===== src/rtl/macarray_param_if.sv =====
// Control/status and memory-port bundle for macarray_param.
// master = the engine, slave = the host plus the I/W/O memories.
interface macarray_param_if #(
  parameter int DW   = 8,
  parameter int MAXD = 8
);
  localparam int WW   = MAXD * DW;
  localparam int DIMW = $clog2(MAXD) + 1;
  localparam int AW   = $clog2(MAXD);
  localparam int OAW  = $clog2(2 * MAXD);

  logic              START;
  logic [3*DIMW-1:0] MNT;
  logic              BUSY;
  logic              DONE;
  logic              ERR;
  logic              EN_I;
  logic [AW-1:0]     ADDR_I;
  logic [WW-1:0]     RDATA_I;
  logic              EN_W;
  logic [AW-1:0]     ADDR_W;
  logic [WW-1:0]     RDATA_W;
  logic              EN_O;
  logic              RW_O;
  logic [OAW-1:0]    ADDR_O;
  logic [WW-1:0]     WDATA_O;

  modport master (
    input  START, MNT, RDATA_I, RDATA_W,
    output BUSY, DONE, ERR, EN_I, ADDR_I, EN_W, ADDR_W, EN_O, RW_O, ADDR_O, WDATA_O
  );

  modport slave (
    output START, MNT, RDATA_I, RDATA_W,
    input  BUSY, DONE, ERR, EN_I, ADDR_I, EN_W, ADDR_W, EN_O, RW_O, ADDR_O, WDATA_O
  );
endinterface


===== src/rtl/macarray_param.sv =====
// Runtime-sized matrix multiply O = I * W, one output element per cycle.
// Define MACARRAY_SAT_EN to saturate results to the signed 2*DW range instead of wrapping.
//
// state | meaning
// IDLE  | waiting for START; dimensions checked on acceptance
// RD_I  | read I row t, clear row buffer and result slots
// RD_W  | read W column m, one per cycle, M cycles
// DRAIN | last MAC result lands in its slot
// WR0   | write word 2t (slots 0..MAXD/2-1)
// WR1   | write word 2t+1 (slots MAXD/2..MAXD-1), then next row or finish
// FIN   | one-cycle DONE pulse
module macarray_param #(
  parameter int DW   = 8,
  parameter int MAXD = 8
) (
  input  logic CLK,
  input  logic RSTN,
  macarray_param_if.master bus
);
  localparam int WW   = MAXD * DW;
  localparam int DIMW = $clog2(MAXD) + 1;
  localparam int AW   = $clog2(MAXD);
  localparam int OAW  = $clog2(2 * MAXD);
  localparam int SW   = 2 * DW;
  localparam int ACCW = 2 * DW + $clog2(MAXD);

  typedef enum logic [2:0] {IDLE, RD_I, RD_W, DRAIN, WR0, WR1, FIN} state_t;

  state_t            state;
  logic [DIMW-1:0]   n_q, m_q, t_q, m_cnt;
  logic [AW-1:0]     t_cnt;
  logic [DIMW-1:0]   mnt_n, mnt_m, mnt_t;
  logic              dim_bad;

  logic [WW-1:0]     row_q, row_m;
  logic [2*WW-1:0]   slot_q, slot_nxt;
  logic              i_vld_q, w_vld_q;
  logic [AW-1:0]     w_idx_q;

  logic signed [DW-1:0]   a_k, b_k;
  logic signed [SW-1:0]   a_x, b_x, p_k;
  logic signed [ACCW-1:0] acc;
  logic [SW-1:0]          res;

  assign mnt_n = bus.MNT[3*DIMW-1 -: DIMW];
  assign mnt_m = bus.MNT[2*DIMW-1 -: DIMW];
  assign mnt_t = bus.MNT[DIMW-1:0];
  assign dim_bad = (mnt_n == '0) || (mnt_n > DIMW'(MAXD)) ||
                   (mnt_m == '0) || (mnt_m > DIMW'(MAXD)) ||
                   (mnt_t == '0) || (mnt_t > DIMW'(MAXD));

  always_comb begin
    row_m = '0;
    for (int k = 0; k < MAXD; k++) begin
      if (k < int'(n_q)) row_m[WW-1-k*DW -: DW] = bus.RDATA_I[WW-1-k*DW -: DW];
    end
  end

  // Full-precision signed dot product of the row buffer with the W word in flight
  always_comb begin
    acc = '0;
    a_k = '0;
    b_k = '0;
    a_x = '0;
    b_x = '0;
    p_k = '0;
    for (int k = 0; k < MAXD; k++) begin
      if (k < int'(n_q)) begin
        a_k = row_q[WW-1-k*DW -: DW];
        b_k = bus.RDATA_W[WW-1-k*DW -: DW];
        a_x = {{DW{a_k[DW-1]}}, a_k};
        b_x = {{DW{b_k[DW-1]}}, b_k};
        p_k = a_x * b_x;
        acc = acc + {{(ACCW-SW){p_k[SW-1]}}, p_k};
      end
    end
  end

`ifdef MACARRAY_SAT_EN
  localparam logic signed [ACCW-1:0] SAT_MAX = {{(ACCW-SW+1){1'b0}}, {(SW-1){1'b1}}};
  localparam logic signed [ACCW-1:0] SAT_MIN = {{(ACCW-SW+1){1'b1}}, {(SW-1){1'b0}}};
  always_comb begin
    if (acc > SAT_MAX)      res = {1'b0, {(SW-1){1'b1}}};
    else if (acc < SAT_MIN) res = {1'b1, {(SW-1){1'b0}}};
    else                    res = acc[SW-1:0];
  end
`else
  always_comb res = acc[SW-1:0];
`endif

  always_comb begin
    slot_nxt = slot_q;
    if (w_vld_q) slot_nxt[2*WW-1-int'(w_idx_q)*SW -: SW] = res;
  end

  always_ff @(posedge CLK or negedge RSTN) begin
    if (!RSTN) begin
      row_q   <= '0;
      slot_q  <= '0;
      i_vld_q <= 1'b0;
      w_vld_q <= 1'b0;
      w_idx_q <= '0;
    end else begin
      i_vld_q <= bus.EN_I;
      w_vld_q <= bus.EN_W;
      w_idx_q <= bus.ADDR_W;
      if (state == RD_I) begin
        row_q  <= '0;
        slot_q <= '0;
      end else begin
        if (i_vld_q) row_q <= row_m;
        slot_q <= slot_nxt;
      end
    end
  end

  always_ff @(posedge CLK or negedge RSTN) begin
    if (!RSTN) begin
      state       <= IDLE;
      n_q         <= '0;
      m_q         <= '0;
      t_q         <= '0;
      m_cnt       <= '0;
      t_cnt       <= '0;
      bus.BUSY    <= 1'b0;
      bus.DONE    <= 1'b0;
      bus.ERR     <= 1'b0;
      bus.EN_I    <= 1'b0;
      bus.ADDR_I  <= '0;
      bus.EN_W    <= 1'b0;
      bus.ADDR_W  <= '0;
      bus.EN_O    <= 1'b0;
      bus.RW_O    <= 1'b0;
      bus.ADDR_O  <= '0;
      bus.WDATA_O <= '0;
    end else begin
      case (state)
        IDLE: begin
          if (bus.START) begin
            n_q <= mnt_n;
            m_q <= mnt_m;
            t_q <= mnt_t;
            if (dim_bad) begin
              bus.ERR  <= 1'b1;
              bus.DONE <= 1'b1;
              state    <= FIN;
            end else begin
              bus.ERR    <= 1'b0;
              bus.BUSY   <= 1'b1;
              bus.EN_I   <= 1'b1;
              bus.ADDR_I <= '0;
              t_cnt      <= '0;
              state      <= RD_I;
            end
          end
        end
        RD_I: begin
          bus.EN_I   <= 1'b0;
          bus.EN_W   <= 1'b1;
          bus.ADDR_W <= '0;
          m_cnt      <= '0;
          state      <= RD_W;
        end
        RD_W: begin
          if (m_cnt == m_q - DIMW'(1)) begin
            bus.EN_W <= 1'b0;
            state    <= DRAIN;
          end else begin
            m_cnt      <= m_cnt + DIMW'(1);
            bus.ADDR_W <= bus.ADDR_W + AW'(1);
          end
        end
        DRAIN: begin
          // slot_nxt already includes the result being captured this cycle
          bus.EN_O    <= 1'b1;
          bus.RW_O    <= 1'b1;
          bus.ADDR_O  <= OAW'({t_cnt, 1'b0});
          bus.WDATA_O <= slot_nxt[2*WW-1 -: WW];
          state       <= WR0;
        end
        WR0: begin
          bus.ADDR_O  <= OAW'({t_cnt, 1'b1});
          bus.WDATA_O <= slot_q[WW-1:0];
          state       <= WR1;
        end
        WR1: begin
          bus.EN_O <= 1'b0;
          bus.RW_O <= 1'b0;
          if ({1'b0, t_cnt} == t_q - DIMW'(1)) begin
            bus.BUSY <= 1'b0;
            bus.DONE <= 1'b1;
            state    <= FIN;
          end else begin
            t_cnt      <= t_cnt + AW'(1);
            bus.ADDR_I <= t_cnt + AW'(1);
            bus.EN_I   <= 1'b1;
            state      <= RD_I;
          end
        end
        FIN: begin
          bus.DONE <= 1'b0;
          state    <= IDLE;
        end
        default: state <= IDLE;
      endcase
    end
  end
endmodule


===== src/flat_wrapper.sv =====
// flat-port wrapper written by rule: the top's interface ports become plain ports
module macarray_param_flat 
#(
  parameter int DW   = 8,
  parameter int MAXD = 8
)
  (CLK, RSTN, bus_START, bus_MNT, bus_RDATA_I, bus_RDATA_W, bus_BUSY, bus_DONE, bus_ERR, bus_EN_I, bus_ADDR_I, bus_EN_W, bus_ADDR_W, bus_EN_O, bus_RW_O, bus_ADDR_O, bus_WDATA_O);
  macarray_param_if #(.DW(DW), .MAXD(MAXD)) bus_i ();
  input  logic CLK;
  input  logic RSTN;
  input wire logic [$bits(bus_i.START)-1:0] bus_START;
  input wire logic [$bits(bus_i.MNT)-1:0] bus_MNT;
  input wire logic [$bits(bus_i.RDATA_I)-1:0] bus_RDATA_I;
  input wire logic [$bits(bus_i.RDATA_W)-1:0] bus_RDATA_W;
  output wire logic [$bits(bus_i.BUSY)-1:0] bus_BUSY;
  output wire logic [$bits(bus_i.DONE)-1:0] bus_DONE;
  output wire logic [$bits(bus_i.ERR)-1:0] bus_ERR;
  output wire logic [$bits(bus_i.EN_I)-1:0] bus_EN_I;
  output wire logic [$bits(bus_i.ADDR_I)-1:0] bus_ADDR_I;
  output wire logic [$bits(bus_i.EN_W)-1:0] bus_EN_W;
  output wire logic [$bits(bus_i.ADDR_W)-1:0] bus_ADDR_W;
  output wire logic [$bits(bus_i.EN_O)-1:0] bus_EN_O;
  output wire logic [$bits(bus_i.RW_O)-1:0] bus_RW_O;
  output wire logic [$bits(bus_i.ADDR_O)-1:0] bus_ADDR_O;
  output wire logic [$bits(bus_i.WDATA_O)-1:0] bus_WDATA_O;
  assign bus_i.START = bus_START;
  assign bus_i.MNT = bus_MNT;
  assign bus_i.RDATA_I = bus_RDATA_I;
  assign bus_i.RDATA_W = bus_RDATA_W;
  assign bus_BUSY = bus_i.BUSY;
  assign bus_DONE = bus_i.DONE;
  assign bus_ERR = bus_i.ERR;
  assign bus_EN_I = bus_i.EN_I;
  assign bus_ADDR_I = bus_i.ADDR_I;
  assign bus_EN_W = bus_i.EN_W;
  assign bus_ADDR_W = bus_i.ADDR_W;
  assign bus_EN_O = bus_i.EN_O;
  assign bus_RW_O = bus_i.RW_O;
  assign bus_ADDR_O = bus_i.ADDR_O;
  assign bus_WDATA_O = bus_i.WDATA_O;
  macarray_param #(.DW(DW), .MAXD(MAXD)) u_core (.CLK(CLK), .RSTN(RSTN), .bus(bus_i));
endmodule

===== config.mk =====
export PLATFORM = sky130hd
export DESIGN_NAME = macarray_param_flat
export DESIGN_NICKNAME = d
export VERILOG_FILES = /design/src/rtl/macarray_param_if.sv /design/src/rtl/macarray_param.sv /design/src/flat_wrapper.sv
export SDC_FILE = /design/constraint.sdc
export NUM_CORES = 2
export LEC_CHECK = 0
export CAP_MARGIN = 20
export CORE_AREA = 10 10 333 335
export CTS_BUF_LIST = sky130_fd_sc_hd__clkbuf_8
export DETAILED_ROUTE_END_ITERATION = 7
export DIE_AREA = 0 0 343 345
export PLACE_DENSITY = 0.56
export SYNTH_ARGS = -nofsm -noshare
export SYNTH_HDL_FRONTEND = slang
export SYNTH_SLANG_ARGS = --single-unit

===== constraint.sdc =====
create_clock -name CLK -period 28.7 [get_ports CLK]
set_input_delay 7.175 -clock CLK [delete_from_list [all_inputs] [get_ports CLK]]
set_output_delay 7.175 -clock CLK [all_outputs]
set_load 0.02 [all_outputs]

* Word level (Yosys, flattened, before mapping)
Index checks and enable logic that the tools add are counted.
** Storage, ports and cells
- Flip-flop bits (word level) :: 296
- Input bits :: 143
- Output and inout bits :: 81
- Logic and storage cells :: 146
** Operators by class
- Add/sub/neg operators :: 14
- Multipliers :: 8
- Order comparisons :: 11
- Equal/unequal tests :: 15
- Shift-type cells :: 2
- Multiplexer cells :: 50
- Reduce and logical (&&, ||, !) cells :: 25
** Operator list (count)
- two-way mux 128 bit :: 2
- variable shift 16 x 33 -> 143 bit (first input constant) :: 1
- variable part select 16 x 33 -> 143 bit :: 1
- bitwise mux 128 bit :: 1
- multiplier 8 x 8 -> 16 bit :: 8
- two-way mux 16 bit :: 8
- two-way mux 64 bit :: 2
- case mux 64 bit (2 select lines) :: 1
- adder 16 bit :: 7
- two-way mux 8 bit :: 8
- negation 32 -> 33 bit :: 1
- two-way mux 3 bit :: 8
- case mux 3 bit (6 select lines) :: 1
- less-than comparator 3 x 4 -> 1 bit (first input constant) :: 4
- case mux 4 bit (2 select lines) :: 2
- AND reduction 4 bit :: 4
- > comparator 4 bit (second input constant) :: 3
- logical NOT 4 bit :: 3
- case mux 3 bit (2 select lines) :: 2
- nonzero test 2 bit :: 6
- equality test 3 bit (second input constant) :: 3
- two-way mux 1 bit :: 9
- less-than comparator 1 x 4 -> 1 bit (first input constant) :: 2
- less-than comparator 2 x 4 -> 1 bit (first input constant) :: 2
- 17 further kinds :: 36

* Longest topological paths before layout
- Depth after elaboration :: 20
- Gate-level depth with buffers :: 112

* Least setup slack after synthesis
Ideal clock, no wire load.
- Kind :: input port to flip-flop
- Start point :: in bus_RDATA_W[56]
- End point :: reg u_core.bus.WDATA_O[31]
- Library setup time :: 0.092 ns
- Arrival time :: 34.339 ns
- Path slack :: -5.731 ns
- Cell stages on the path :: 106
- Buffers on the path :: 0
- Path through :: and2_1 > inv_1 > fa_1 > inv_1 > fa_1 > inv_1 > fa_1 > fa_1 > inv_1 > ha_1 > inv_1 > xnor2_1 > nor2_1 > fa_1 > inv_1 > fa_1 > inv_1 > fa_1 > [70 not listed] > and2_1 > fa_1 > inv_1 > fa_1 > inv_1 > fa_1 > fa_1 > inv_1 > ha_1 > ha_1 > or3_1 > o21ai_0 > a21oi_1 > xnor2_1 > nand2_1 > xor2_4 > nor2_2 > o31ai_2
** On the way
- Longest elaborated chain between the ends :: 20
** Ends and longest elaborated chain
- start, declared :: line flat_wrapper.sv:14 : input wire logic [$bits(bus_i.RDATA_W)-1:0] bus_RDATA_W;
- multiplier 8 x 8 -> 16 bit * :: line macarray_param.sv:73 : p_k = a_x * b_x;
- two-way mux 16 bit * :: line macarray_param.sv:68 : if (k < int'(n_q)) begin
- adder 16 bit :: line macarray_param.sv:74 : acc = acc + {{(ACCW-SW){p_k[SW-1]}}, p_k};
- two-way mux 16 bit * :: line macarray_param.sv:68
- adder 16 bit :: line macarray_param.sv:74
- two-way mux 16 bit * :: line macarray_param.sv:68
- adder 16 bit :: line macarray_param.sv:74
- two-way mux 16 bit * :: line macarray_param.sv:68
- [4 not listed]
- adder 16 bit :: line macarray_param.sv:74
- two-way mux 16 bit * :: line macarray_param.sv:68
- adder 16 bit :: line macarray_param.sv:74
- two-way mux 16 bit * :: line macarray_param.sv:68
- variable part select 16 x 33 -> 143 bit * :: line macarray_param.sv:93 : if (w_vld_q) slot_nxt[2*WW-1-int'(w_idx_q)*SW -: SW] = res;
- bitwise mux 128 bit * :: line macarray_param.sv:93
- two-way mux 128 bit * :: line macarray_param.sv:93
- case mux 64 bit (2 select lines) * :: line macarray_param.sv:137 : case (state)
- end signal, assigned :: line macarray_param.sv:178 : bus.WDATA_O <= slot_nxt[2*WW-1 -: WW];
- end signal, assigned :: line macarray_param.sv:183 : bus.WDATA_O <= slot_q[WW-1:0];
- end, declared :: line macarray_param_if.sv:30 : output BUSY, DONE, ERR, EN_I, ADDR_I, EN_W, ADDR_W, EN_O, RW_O, ADDR_O, WDATA_O
Mark *: on every way between the ends. The rest lies on a longest branch, timed or not. The select of a mux whose other input is x is not followed.
A chain may end at the register's enable or synchronous reset.

* Final worst setup path
- Start point :: in bus_RDATA_W[56]
- End point :: reg u_core.bus.WDATA_O[63]
The elaborated chain is that of the path after synthesis.

==> metrics.json <==
{
  "cts_tree": {"value": "yes"},
  "die_w": {"value": 343, "unit": "um"},
  "worst-path-buf-inv": {"value": 26},
  "initial_drc_count": {"value": 1465},
  "hold_viol_final": {"value": 0},
  "initial_utilization": {"value": 34.7, "unit": "%"},
  "drcViolationCount": {"value": 0},
  "nFillCells": {"value": 10100},
  "place_congestion": {"value": 0.837},
  "num-nets-final": {"value": 5282},
  "clock.fmax": {"value": 29.3, "unit": "MHz"},
  "cts.root.buffer_cell": {"value": "sky130_fd_sc_hd__clkbuf_8"},
  "relSlewSlack": {"value": 27.4, "unit": "%"},
  "combined_area_of_the_multi_input_logic_cells": {"value": 28000, "unit": "um2"},
  "crit_path_max_incr_delay": {"value": 0.62, "unit": "ns"},
  "cp.arrival": {"value": 34.77, "unit": "ns"},
  "grt_pass1_vias": {"value": 30100},
  "num_io_pins": {"value": 224},
  "floorplan.die.height": {"value": 345, "unit": "um"},
  "cp_max_fo": {"value": 8},
  "critical_path.endpoint_type": {"value": "register"},
  "ctsLongestPathBuffers": {"value": 3},
  "final_routed_wire_length_divided_by_cell_count": {"value": 18.6, "unit": "um"},
  "period_share": {"value": 119, "unit": "%"},
  "floorplan.core_area": {"value": 104000, "unit": "um2"},
  "unrepaired_setup_endpoints_after_global_routing": {"value": "true"},
  "number_of_antenna_violations_at_the_first_check_in_global_routing": {"value": 8},
  "fin_crit": {"value": 34.14, "unit": "ns"},
  "cpMaxStageDelayCell": {"value": "sky130_fd_sc_hd__fa_1"},
  "critical_path.top_delay_family": {"value": "adder cells"},
  "timing.final.ws_setup": {"value": -5.44, "unit": "ns"},
  "postRouteAntennaNets": {"value": 0},
  "synth.cell_area": {"value": 36200, "unit": "um2"},
  "register_area": {"value": 7410, "unit": "um2"},
  "critPathLaunchType": {"value": "input pin"},
  "ctsHoldBuffers": {"value": 0},
  "die_area": {"value": 118000, "unit": "um2"},
  "synth_async_sr_flop_share": {"value": 100, "unit": "%"},
  "outcome": {"value": "complete, but fails checks"},
  "fin_skew": {"value": 0.0709, "unit": "ns"},
  "vias_per_cell": {"value": 4.86},
  "place.detailed.hpwl": {"value": 83900, "unit": "um"},
  "ys_seq_area_share": {"value": 20.5, "unit": "%"},
  "clk_latency": {"value": 0.77, "unit": "ns"},
  "place_ws": {"value": -7.11, "unit": "ns"},
  "postSynthRegisterBits": {"value": 296},
  "global_route.usage.total": {"value": 18.2, "unit": "%"},
  "critPathRequiredTime": {"value": 29.33, "unit": "ns"},
  "drv_slew": {"value": 0},
  "setup-violations-final": {"value": 144},
  "tritoncts_num_sinks": {"value": 296},
  "leading_cell_types_in_the_layout_fill_and_taps_excluded": {"value": "607 x sky130_fd_sc_hd__inv_1, 548 x sky130_fd_sc_hd__fa_1, 427 x sky130_fd_sc_hd__buf_4"},
  "post-route-cell-area": {"value": 46200, "unit": "um2"},
  "worstSetupPathType": {"value": "in2reg"},
  "synthesis.area_per_instance": {"value": 9.79, "unit": "um2"},
  "mappedNetlistNets": {"value": 4686},
  "post-route-util": {"value": 44.3, "unit": "%"},
  "min_path_type": {"value": "reg2reg"},
  "clock_tree.htree_level_count": {"value": 2},
  "drive_gt1_share": {"value": 20.8, "unit": "%"},
  "synth_top_flop_cell": {"value": "sky130_fd_sc_hd__dfrtp_1"},
  "clkSlewWorstSetupHoldPaths": {"value": 0.06, "unit": "ns"},
  "area_delta_synth_final": {"value": 27.7, "unit": "%"},
  "drt-pass1-iter-count": {"value": 6},
  "synth_enable_flop_cells": {"value": 0},
  "routed_wl": {"value": 106000, "unit": "um"},
  "grt_max_degree": {"value": 87},
  "cap_viol_max_count": {"value": 0},
  "grt_first_pass_wirelength": {"value": 172000, "unit": "um"},
  "final_common_cell": {"value": "sky130_fd_sc_hd__inv_1"},
  "port_buffers": {"value": 223},
  "grt.overflow.total": {"value": 0},
  "rows": {"value": 119},
  "via_count": {"value": 27800},
  "violated_checks": {"value": "setup timing"},
  "synthCells": {"value": 3698},
  "ys_warn_count": {"value": 0},
  "cts_inserted_buffers": {"value": 54},
  "netlist-cell-type-count": {"value": 80},
  "tightestPinTransition": {"value": 1.09, "unit": "ns"},
  "dpl_cell_area": {"value": 43500, "unit": "um2"},
  "critical_path.most_common_cell": {"value": "sky130_fd_sc_hd__fa_1"}
}
path summary, 6_finish.rpt:
path / slack, ns / cells after the start / endpoint / startpoint
max: -5.44 / 111 / u_core.bus.WDATA_O[63] / bus_RDATA_W[56]
min: 0.46 / 0 / u_core.w_idx_q[2] / u_core.bus.ADDR_W[2]
max reg2reg: 0.56 / 111 / u_core.bus.WDATA_O[63] / u_core.row_q[58]
min reg2reg: 0.46 / 0 / u_core.w_idx_q[2] / u_core.bus.ADDR_W[2]
max in group asynchronous: 19.28 / 5 / u_core.t_q[3] / RSTN
min in group asynchronous: 6.44 / 1 / u_core.slot_q[85] / RSTN
through the flow:
stage	cells	TNS, ns	hold WS, ns
floorplan	3698	-490.31	0.454
global placement	5544	-815.20	0.440
detailed placement	5544	-824.67	0.442
CTS	5711	-592.96	0.456
global route	5727	-732.58	0.479
finish	5727	-595.64	0.458
Yosys cell counts, drive strengths merged (13+ instances only):
master	number	area share [%]
inv	619	6.4
fa	552	31
dfrtp	296	20
and2	295	5.1
ha	293	10
nand2	289	3.0
nor2	167	1.8
o21ai	158	2.2
xnor2	116	2.8
clkbuf	112	1.4
a21oi	109	1.5
a22o	98	2.4
nand2b	89	1.5
a22oi	60	1.2
nor3	48	0.66
xor2	40	1.0
nand3	35	0.48
a21o	34	0.71
mux2i	34	0.94
mux2	32	1.0
o31ai	30	0.66
o21a	28	0.58
nor2b	16	0.28
a31oi	15	0.26
a222oi	13	0.36
buf	13	0.18
state kept, by name, summed over array words and instances (netlist names):
name                count
u_core.m_q              4
u_core.bus.DONE         1
u_core.w_idx_q          3
u_core.bus.EN_W         1
u_core.t_cnt            3
u_core.bus.BUSY         1
u_core.slot_q         128
u_core.t_q              4
u_core.w_vld_q          1
u_core.bus.ADDR_W       3
u_core.n_q              4
u_core.bus.ADDR_O       4
u_core.state            3
u_core.row_q           64
u_core.bus.EN_I         1
u_core.m_cnt            4
u_core.bus.WDATA_O     64
u_core.bus.RW_O         1
u_core.bus.ERR          1
u_core.i_vld_q          1
layout make-up:
cell class              instances  area share, %
inverters                     620           5.04
clock inverters                29          0.400
diodes                          4         0.0216
repair buffers                666           12.3
well taps                    1391           3.76
clock buffers                  65           1.93
flip-flops and latches        296           16.0
multi-input cells            2656           60.5
logic make-up after synthesis:
| logic type | Yosys count | synth area share [%] |
|---|---|---|
| AOI/OAI and AO/OA | 610 | 11.4 |
| xor gates and xnor gates | 159 | 4.02 |
| adders and majority gates | 845 | 40.7 |
| buffers and inverters | 746 | 7.99 |
| DFF | 296 | 20.5 |
| muxes | 66 | 1.94 |
| and+or+nand+nor | 976 | 13.5 |
routing by layer:
metal	global-route usage, %	part of all wire [%]	routed length [um]	up-vias
li1	-	-	-	13100
met4	4.72	2.0	2170	2
met1	25.2	46	48600	14100
met3	2.82	4.9	5260	108
met5	0	0.016	17	-
met2	29.5	47	50300	557
worst reg2reg max path: cells and delay by family, from the launching register on:
kind            cells  cell delay, ns
mux                 1            0.27
compound gates     22            3.43
flops               1            0.50
simple gates       10            0.96
buf+inv            24            1.55
xor+xnor            7            1.09
fa+ha+maj          47           20.21
repair_timing:
item | 4_1_cts | 5_1_grt
setup endpoints to repair | 144 | 144
gates resized for setup | 146 | 79
pin swaps | 136 | 74
buffers inserted | 73 | 13
Power is not shown: default switching activity piles up to over one toggle a cycle in this logic, so the estimate is an artifact.
